`src/rtl/keypad_bcd_entry_pkg.sv`:
```
// Shared definitions for the keypad BCD entry path: FSM states,
// function-key codes and the (row, col) to key-code map.
package keypad_pkg;

    typedef enum logic [1:0] {
        ST_SCAN     = 2'd0,
        ST_DEBOUNCE = 2'd1,
        ST_PRESS    = 2'd2,
        ST_RELEASE  = 2'd3
    } kp_state_t;

    localparam logic [3:0] KEY_A = 4'hA;
    localparam logic [3:0] KEY_B = 4'hB;
    localparam logic [3:0] KEY_C = 4'hC;
    localparam logic [3:0] KEY_D = 4'hD;
    localparam logic [3:0] KEY_E = 4'hE;
    localparam logic [3:0] KEY_F = 4'hF;

    // PmodKYPD layout: r0 = 1 2 3 A, r1 = 4 5 6 B, r2 = 7 8 9 C, r3 = 0 F E D
    function automatic logic [3:0] key_map(input logic [1:0] row_idx,
                                           input logic [1:0] col_idx);
        logic [3:0] code;
        code = 4'h0;
        case ({row_idx, col_idx})
            4'h0: code = 4'h1;
            4'h1: code = 4'h2;
            4'h2: code = 4'h3;
            4'h3: code = KEY_A;
            4'h4: code = 4'h4;
            4'h5: code = 4'h5;
            4'h6: code = 4'h6;
            4'h7: code = KEY_B;
            4'h8: code = 4'h7;
            4'h9: code = 4'h8;
            4'hA: code = 4'h9;
            4'hB: code = KEY_C;
            4'hC: code = 4'h0;
            4'hD: code = KEY_F;
            4'hE: code = KEY_E;
            default: code = KEY_D;
        endcase
        return code;
    endfunction

endpackage

```
`src/rtl/keypad_bcd_entry_row_sync.sv`:
```
// Two-flop synchronizer for the asynchronous, active-low keypad rows.
// Resets to all-ones so the rows look idle (no key) coming out of reset.
module keypad_row_sync (
    input  logic       clk,
    input  logic       rst_n,
    input  logic [3:0] din,
    output logic [3:0] dout
);

    logic [3:0] sync_p0;
    logic [3:0] sync_p1;

    // Two-stage capture of the raw row levels.
    always_ff @(posedge clk or negedge rst_n) begin
        if (!rst_n) begin
            sync_p0 <= 4'hF;
            sync_p1 <= 4'hF;
        end else begin
            sync_p0 <= din;
            sync_p1 <= sync_p0;
        end
    end

    assign dout = sync_p1;

endmodule

```
`src/rtl/keypad_bcd_entry.sv`:
```
// 4x4 keypad scanner with debounce, key encoding and a packed BCD
// entry register. Decimal keys shift into the entry; A-F are code-only.
module keypad_bcd_entry
    import keypad_pkg::*;
#(
    parameter int DIGITS   = 4,
    parameter int SCAN_DIV = 1000,
    parameter int DEBOUNCE = 4
) (
    input  logic                  clk,
    input  logic                  rst_n,
    input  logic [3:0]            row_n,
    output logic [3:0]            col_n,
    input  logic                  clear,
    output logic [4*DIGITS-1:0]   digits,
    output logic                  key_valid,
    output logic [3:0]            key_code,
    output logic                  overflow
);

    localparam int EW = 4 * DIGITS;
    localparam int TW = (SCAN_DIV > 1) ? $clog2(SCAN_DIV) : 1;
    localparam int CW = $clog2(DEBOUNCE + 1);
    localparam int NW = $clog2(DIGITS + 1);

    localparam logic [TW-1:0] TIMER_LAST = TW'(SCAN_DIV - 1);
    localparam logic [CW-1:0] DEB_TARGET = CW'(DEBOUNCE);
    localparam logic [NW-1:0] ENTRY_FULL = NW'(DIGITS);

    logic [3:0]    row_s;
    logic [TW-1:0] timer;
    logic          tick;

    kp_state_t     state, state_nxt;
    logic [1:0]    col_idx, col_nxt;
    logic [1:0]    row_idx, row_idx_nxt;
    logic [CW-1:0] cnt, cnt_nxt;
    logic [3:0]    code_q, code_nxt;

    logic [3:0]    row_low;
    logic          one_low;
    logic [1:0]    row_enc;
    logic [3:0]    row_pat;

    logic [EW-1:0] entry_q;
    logic [NW-1:0] entry_cnt;
    logic          ovf_q;

    keypad_row_sync u_row_sync (
        .clk  (clk),
        .rst_n(rst_n),
        .din  (row_n),
        .dout (row_s)
    );

    // Free-running column window timer; tick marks the sampling cycle.
    always_ff @(posedge clk or negedge rst_n) begin
        if (!rst_n) begin
            timer <= '0;
        end else if (tick) begin
            timer <= '0;
        end else begin
            timer <= timer + 1'b1;
        end
    end

    assign tick = (timer == TIMER_LAST);

    // Classify the synchronized row sample: exactly one row low and which one.
    always_comb begin
        row_low = ~row_s;
        one_low = (row_low != 4'd0) && ((row_low & (row_low - 4'd1)) == 4'd0);
        row_enc = 2'd0;
        case (row_low)
            4'b0010: row_enc = 2'd1;
            4'b0100: row_enc = 2'd2;
            4'b1000: row_enc = 2'd3;
            default: row_enc = 2'd0;
        endcase
        row_pat = ~(4'b0001 << row_idx);
    end

    // Scan FSM state and its companion registers.
    always_ff @(posedge clk or negedge rst_n) begin
        if (!rst_n) begin
            state   <= ST_SCAN;
            col_idx <= 2'd0;
            row_idx <= 2'd0;
            cnt     <= '0;
            code_q  <= 4'h0;
        end else begin
            state   <= state_nxt;
            col_idx <= col_nxt;
            row_idx <= row_idx_nxt;
            cnt     <= cnt_nxt;
            code_q  <= code_nxt;
        end
    end

    // Next-state logic: scan columns, debounce the press, wait for release.
    always_comb begin
        state_nxt   = state;
        col_nxt     = col_idx;
        row_idx_nxt = row_idx;
        cnt_nxt     = cnt;
        code_nxt    = code_q;
        case (state)
            ST_SCAN: begin
                if (tick) begin
                    if (one_low) begin
                        row_idx_nxt = row_enc;
                        cnt_nxt     = CW'(1);
                        if (DEB_TARGET == CW'(1)) begin
                            state_nxt = ST_PRESS;
                            code_nxt  = key_map(row_enc, col_idx);
                        end else begin
                            state_nxt = ST_DEBOUNCE;
                        end
                    end else begin
                        col_nxt = col_idx + 2'd1;
                    end
                end
            end
            ST_DEBOUNCE: begin
                if (tick) begin
                    if (row_s == row_pat) begin
                        cnt_nxt = cnt + 1'b1;
                        if (cnt_nxt == DEB_TARGET) begin
                            state_nxt = ST_PRESS;
                            code_nxt  = key_map(row_idx, col_idx);
                        end
                    end else begin
                        state_nxt = ST_SCAN;
                        col_nxt   = col_idx + 2'd1;
                        cnt_nxt   = '0;
                    end
                end
            end
            ST_PRESS: begin
                state_nxt = ST_RELEASE;
                cnt_nxt   = '0;
            end
            ST_RELEASE: begin
                if (tick) begin
                    if (row_s == 4'hF) begin
                        cnt_nxt = cnt + 1'b1;
                        if (cnt_nxt == DEB_TARGET) begin
                            state_nxt = ST_SCAN;
                            col_nxt   = 2'd0;
                            cnt_nxt   = '0;
                        end
                    end else begin
                        cnt_nxt = '0;
                    end
                end
            end
            default: begin
                state_nxt = ST_SCAN;
                col_nxt   = 2'd0;
                cnt_nxt   = '0;
            end
        endcase
    end

    // BCD entry register: clear wins over a same-cycle decimal press.
    always_ff @(posedge clk or negedge rst_n) begin
        if (!rst_n) begin
            entry_q   <= '0;
            entry_cnt <= '0;
            ovf_q     <= 1'b0;
        end else if (clear) begin
            entry_q   <= '0;
            entry_cnt <= '0;
            ovf_q     <= 1'b0;
        end else if (key_valid && (code_q <= 4'd9)) begin
            if (entry_cnt < ENTRY_FULL) begin
                entry_q   <= (entry_q << 4) | EW'(code_q);
                entry_cnt <= entry_cnt + 1'b1;
            end else begin
                ovf_q <= 1'b1;
            end
        end
    end

    assign col_n     = ~(4'b0001 << col_idx);
    assign key_valid = (state == ST_PRESS);
    assign key_code  = code_q;
    assign digits    = entry_q;
    assign overflow  = ovf_q;

endmodule

```
`config.mk`:
```
export PLATFORM = sky130hd
export DESIGN_NAME = keypad_bcd_entry
export DESIGN_NICKNAME = d
export VERILOG_FILES = /design/src/rtl/keypad_bcd_entry_pkg.sv /design/src/rtl/keypad_bcd_entry_row_sync.sv /design/src/rtl/keypad_bcd_entry.sv
export SDC_FILE = /design/constraint.sdc
export NUM_CORES = 1
export LEC_CHECK = 0
export BUFFER_PORTS_ARGS = -buffer_cell sky130_fd_sc_hd__buf_2
export CORE_AREA = 4 4 69 71
export CTS_CLUSTER_DIAMETER = 120
export DETAILED_ROUTE_END_ITERATION = 10
export DIE_AREA = 0 0 73 75
export PLACE_DENSITY_LB_ADDON = 0.25
export SLEW_MARGIN = 20
export SYNTH_ARGS = -nofsm -noshare
export SYNTH_HDL_FRONTEND = slang
export SYNTH_SLANG_ARGS = --single-unit
export TNS_END_PERCENT = 100
```
`constraint.sdc`:
```
create_clock -name clk -period 3.6 [get_ports clk]
set_input_delay 0.72 -clock clk [delete_from_list [all_inputs] [get_ports clk]]
set_output_delay 0.72 -clock clk [all_outputs]
set_load 0.02 [all_outputs]
```
==> qor.log <==
qor: run_status.status complete, no violations
qor: sta.hold-worst-slack 0.3589 ns
qor: finish.area_added_between_synthesis_and_finish 10.89%
qor: grt.overflow_left_after_global_routing 0
qor: drt.detailedRoute.firstPassIterationCount 4
qor: clock_network.cts_inserted_buffers 5
qor: drt.vias 1645
qor: placement.io_buffers 32
qor: finish.layout_cells_excl_fill 303
qor: sta.worst_clock_skew 0.006368 ns
qor: synthesis.synth_warnings 0
qor: grt.grt_start_max_net_pins 52
qor: sta.hold_violations 0
qor: sta.timing_worst_slew_pin_value 0.6672 ns
qor: grt.combined_global_route_utilization_of_all_metal_layers 16.85%
qor: critical_path.critical_path.reg2reg.endpoint cnt[1]
qor: power.power.net_switching 0.2119 mW
qor: critical_path.path_class reg -> reg
qor: power.power_frac_seq 61.2%
qor: finish.num-nets-final 266
qor: synthesis.synth_top_cell_by_area sky130_fd_sc_hd__dfrtp_1
qor: power.power.share.combinational 2.6%
qor: clock_network.post_cts_buffers 0
qor: sta.grt_setup_unrepaired no
qor: sta.period_share 59.02%
qor: clock_network.cts.repair.resized 0
qor: drt.drt_iter0_drc 65
qor: synthesis.synth_area_per_cell 11.28 um2
qor: clock_network.cts_tree built
qor: synthesis.synth_async_sr_flop_share 100.0%
qor: clock_network.cts.path.max_buffers 2
qor: synthesis.seq_area_frac_synth 51.81%
qor: sta.finalWorstPathRequiredPeriod 2.125 ns
qor: sta.worst_slack 1.475 ns
qor: drt.dr_wl_met3 170 um
qor: drt.drc 0
qor: sta.setup_tns 0 ns
qor: synthesis.netlist-cell-type-count 45
qor: synthesis.synth-seq-cells 51
qor: drt.wire_length_on_met1 2.078 mm
qor: critical_path.critical_path.startpoint_type flip-flop
qor: synthesis.net_count_synth 236
qor: critical_path.setup.worst_path.end cnt[1]
qor: floorplan.design.portCount 33
qor: synthesis.synth_area 0.002482 mm2
qor: floorplan.floorplan.die.width 73 um
qor: power.switching_share 22.16%
qor: critical_path.regToRegSetupSlack 1.48 ns
qor: power.total_leakage_power 1.272 nW
qor: finish.num_antenna_cells 0
qor: power.max-vdd-ir-drop 0.0002569 V
qor: drt.finalWirelength 4.237 mm
qor: grt.number_of_global_route_vias_before_repair 1517
qor: sta.max-slew-margin-rel 55.33%
qor: floorplan.start_util 58.63%
qor: placement.routabilityCongestion 0.7289
qor: clock_network.ctsHtreeMaxLevel 2
qor: hold_path.hold_start u_row_sync.sync_p0[3]
qor: drt.drt-vias-per-instance 5.429
qor: sta.max_freq 470.7 MHz
qor: critical_path.critical_path_origin timer[0]
qor: clock_network.cts.root.buffer_cell sky130_fd_sc_hd__clkbuf_8
qor: sta.slew_violations 0
qor: placement.post-place-ws 1.208 ns
qor: synthesis.synth.area.top_cells sky130_fd_sc_hd__dfrtp_1 43%, sky130_fd_sc_hd__dfstp_2 8.5%, sky130_fd_sc_hd__mux2i_1 7.7%, sky130_fd_sc_hd__ha_1 4.5%, sky130_fd_sc_hd__nor2_1 4.4%
qor: clock_network.cts_num_sinks 51
qor: floorplan.die_outline_area 0.005475 mm2
qor: hold_path.min_path_type reg -> reg
qor: synthesis.yosys.area.top_type_share 43.35%
qor: finish.fill_cells 349
qor: power.p_int 0.7445 mW
qor: grt.grt_antenna_before_repair 0
qor: power.pwr_density_cell 347.5 mW/mm2
qor: power.power_frac_clock 36.2%
qor: placement.dp.final_hpwl 2.917 mm
qor: critical_path.critPathRequiredTime 3.80 ns
qor: run.drv_cap 0
qor: critical_path.critPathMaxFanout 13
qor: critical_path.critPathCaptureType flip-flop
qor: floorplan.core_area 0.004234 mm2
qor: finish.drive_above_1_share 26.69%
qor: drt.post_drt_wl_per_cell 13.98 um
qor: drt.top_layer_used met4
qor: floorplan.die_y 75 um
qor: clock_network.hold_buffers 0
qor: drt.met2_wirelength 1.932 mm
qor: clock_network.insertion_delay_of_the_later_clocked_pin_in_the_worst_skew_pair 0.31 ns
qor: synthesis.synthCells 220
qor: critical_path.critical_path_arrival 2.32 ns
qor: critical_path.worstRegToRegCells 6
qor: grt.grt_pass1_wl 7.038 mm
qor: floorplan.placementRows 24
qor: finish.layout.core_utilization 65.01%
qor: synthesis.post_synth_edffs 0
qor: critical_path.crit-reg2reg-launch timer[0]
qor: placement.place_inst 295
qor: drt.post_detailed_route_count_of_antenna_violating_nets 0
qor: synthesis.dominantRegCellSynth sky130_fd_sc_hd__dfrtp_1
qor: sta.number_of_endpoints_failing_setup_at_the_final_stage 0
qor: clock_network.clk_pin_slew 0.09 ns
==> sequential cells by signal (all words and copies together) (netlist names), named ones only <==
name                cells
digits                 16
key_code                4
state                   1
u_row_sync.dout         4
timer                  10
entry_cnt               3
u_row_sync.sync_p0      4
overflow                1
row_idx                 2
col_idx                 2
cnt                     3
==> per-layer routing <==
layer	vias to the layer above	global-route usage (%)
met5	-	0
met1	795	22.89
met2	29	26.12
met4	0	5.738
met3	6	4.806
li1	815	-
==> cell usage in the layout, fill, tap and decap left out, types with 2 or more instances in the layout <==
cell type and n:
sky130_fd_sc_hd__ha_1 9, sky130_fd_sc_hd__a21oi_1 6, sky130_fd_sc_hd__nand2b_1 3, sky130_fd_sc_hd__nor2_1 29, sky130_fd_sc_hd__nand2_1 14, sky130_fd_sc_hd__nand3_1 5
sky130_fd_sc_hd__nand4_1 3, sky130_fd_sc_hd__nor3b_1 2, sky130_fd_sc_hd__nand4b_1 2, sky130_fd_sc_hd__clkbuf_8 6, sky130_fd_sc_hd__a31oi_1 2, sky130_fd_sc_hd__buf_2 31
sky130_fd_sc_hd__dfstp_2 8, sky130_fd_sc_hd__or3_1 3, sky130_fd_sc_hd__o21ai_0 11, sky130_fd_sc_hd__xor2_1 5, sky130_fd_sc_hd__dfrtp_1 43, sky130_fd_sc_hd__xnor2_1 6
sky130_fd_sc_hd__inv_1 11, sky130_fd_sc_hd__mux2i_1 19, sky130_fd_sc_hd__mux2_2 7, sky130_fd_sc_hd__o31ai_1 2
==> layout make-up <==
| type | count | area, um2 | area share, % |
|---|---|---|---|
| flip-flops and latches | 51 | 1286 | 46.73 |
| multi-input cells | 149 | 1099 | 39.91 |
| inverters | 11 | 41.29 | 1.500 |
| clock buffers | 6 | 82.58 | 3.000 |
| clock inverters | 2 | 16.27 | 0.5909 |
| repair buffers | 32 | 162.7 | 5.909 |
| well taps | 52 | 65.06 | 2.364 |
==> cell families (layout without fill, tap and decap cells) <==
kind of cell | count (synthesis) | count (layout) | synth area share [%]
AND/OR/NAND/NOR | 71 | 71 | 15.78
flip-flops | 51 | 51 | 51.81
AO/OA/AOI/OAI | 32 | 32 | 8.871
multiplexers | 26 | 26 | 10.84
buffers and inverters | 20 | 51 | 4.284
XOR/XNOR | 11 | 11 | 3.881
adder cells (fa/ha/maj) | 9 | 9 | 4.536
==> synth_stat cells, types with 4 or more instances <==
library cell / number
sky130_fd_sc_hd__dfrtp_1: 43
sky130_fd_sc_hd__nor2_1: 29
sky130_fd_sc_hd__inv_1: 11
sky130_fd_sc_hd__buf_4: 4
sky130_fd_sc_hd__xnor2_1: 6
sky130_fd_sc_hd__xor2_1: 5
sky130_fd_sc_hd__nand3_1: 5
sky130_fd_sc_hd__nand2_1: 14
sky130_fd_sc_hd__mux2i_1: 19
sky130_fd_sc_hd__ha_1: 9
sky130_fd_sc_hd__mux2_2: 7
sky130_fd_sc_hd__a21oi_1: 6
sky130_fd_sc_hd__o21ai_0: 11
sky130_fd_sc_hd__dfstp_2: 8
==> per-stage QoR <==
| stage | cell area, um2 | total power [mW] |
|---|---|---|
| 2_1_floorplan | 2482 | 0.6060 |
| 3_3_place_gp | 2643 | 0.6214 |
| 3_5_place_dp | 2643 | 0.6221 |
| 4_1_cts | 2741 | 0.9683 |
| 5_1_grt | 2753 | 0.9963 |
| 6_report | 2753 | 0.9564 |
==> worst min path at each step <==
stage | endpoint | slack [ns] | cells after the start
2_1_floorplan | u_row_sync.dout[0] | 0.35 | 0
3_3_place_gp | u_row_sync.dout[0] | 0.35 | 0
3_5_place_dp | u_row_sync.dout[3] | 0.35 | 0
4_1_cts | u_row_sync.dout[3] | 0.36 | 0
5_1_grt | u_row_sync.dout[3] | 0.36 | 0
6_report | u_row_sync.dout[3] | 0.36 | 0
==> power by group through the flow <==
stage	Combinational [mW]	Clock, mW	Sequential, mW
6_report	0.0252	0.346	0.585
5_1_grt	0.0298	0.380	0.586
4_1_cts	0.0257	0.357	0.585
3_5_place_dp	0.0258	0	0.596
3_3_place_gp	0.0254	0	0.596
2_1_floorplan	0.0115	0	0.594
==> critical path, stage by stage (launching register included) <==
cell and delay [ns]:
sky130_fd_sc_hd__dfrtp_1 0.39, sky130_fd_sc_hd__ha_1 0.25, sky130_fd_sc_hd__inv_1 0.09, sky130_fd_sc_hd__nor4b_4 0.64, sky130_fd_sc_hd__o21ai_0 0.20, sky130_fd_sc_hd__nand2b_1 0.16
sky130_fd_sc_hd__a2bb2o_1 0.28
(Power assumes the default switching activity.)
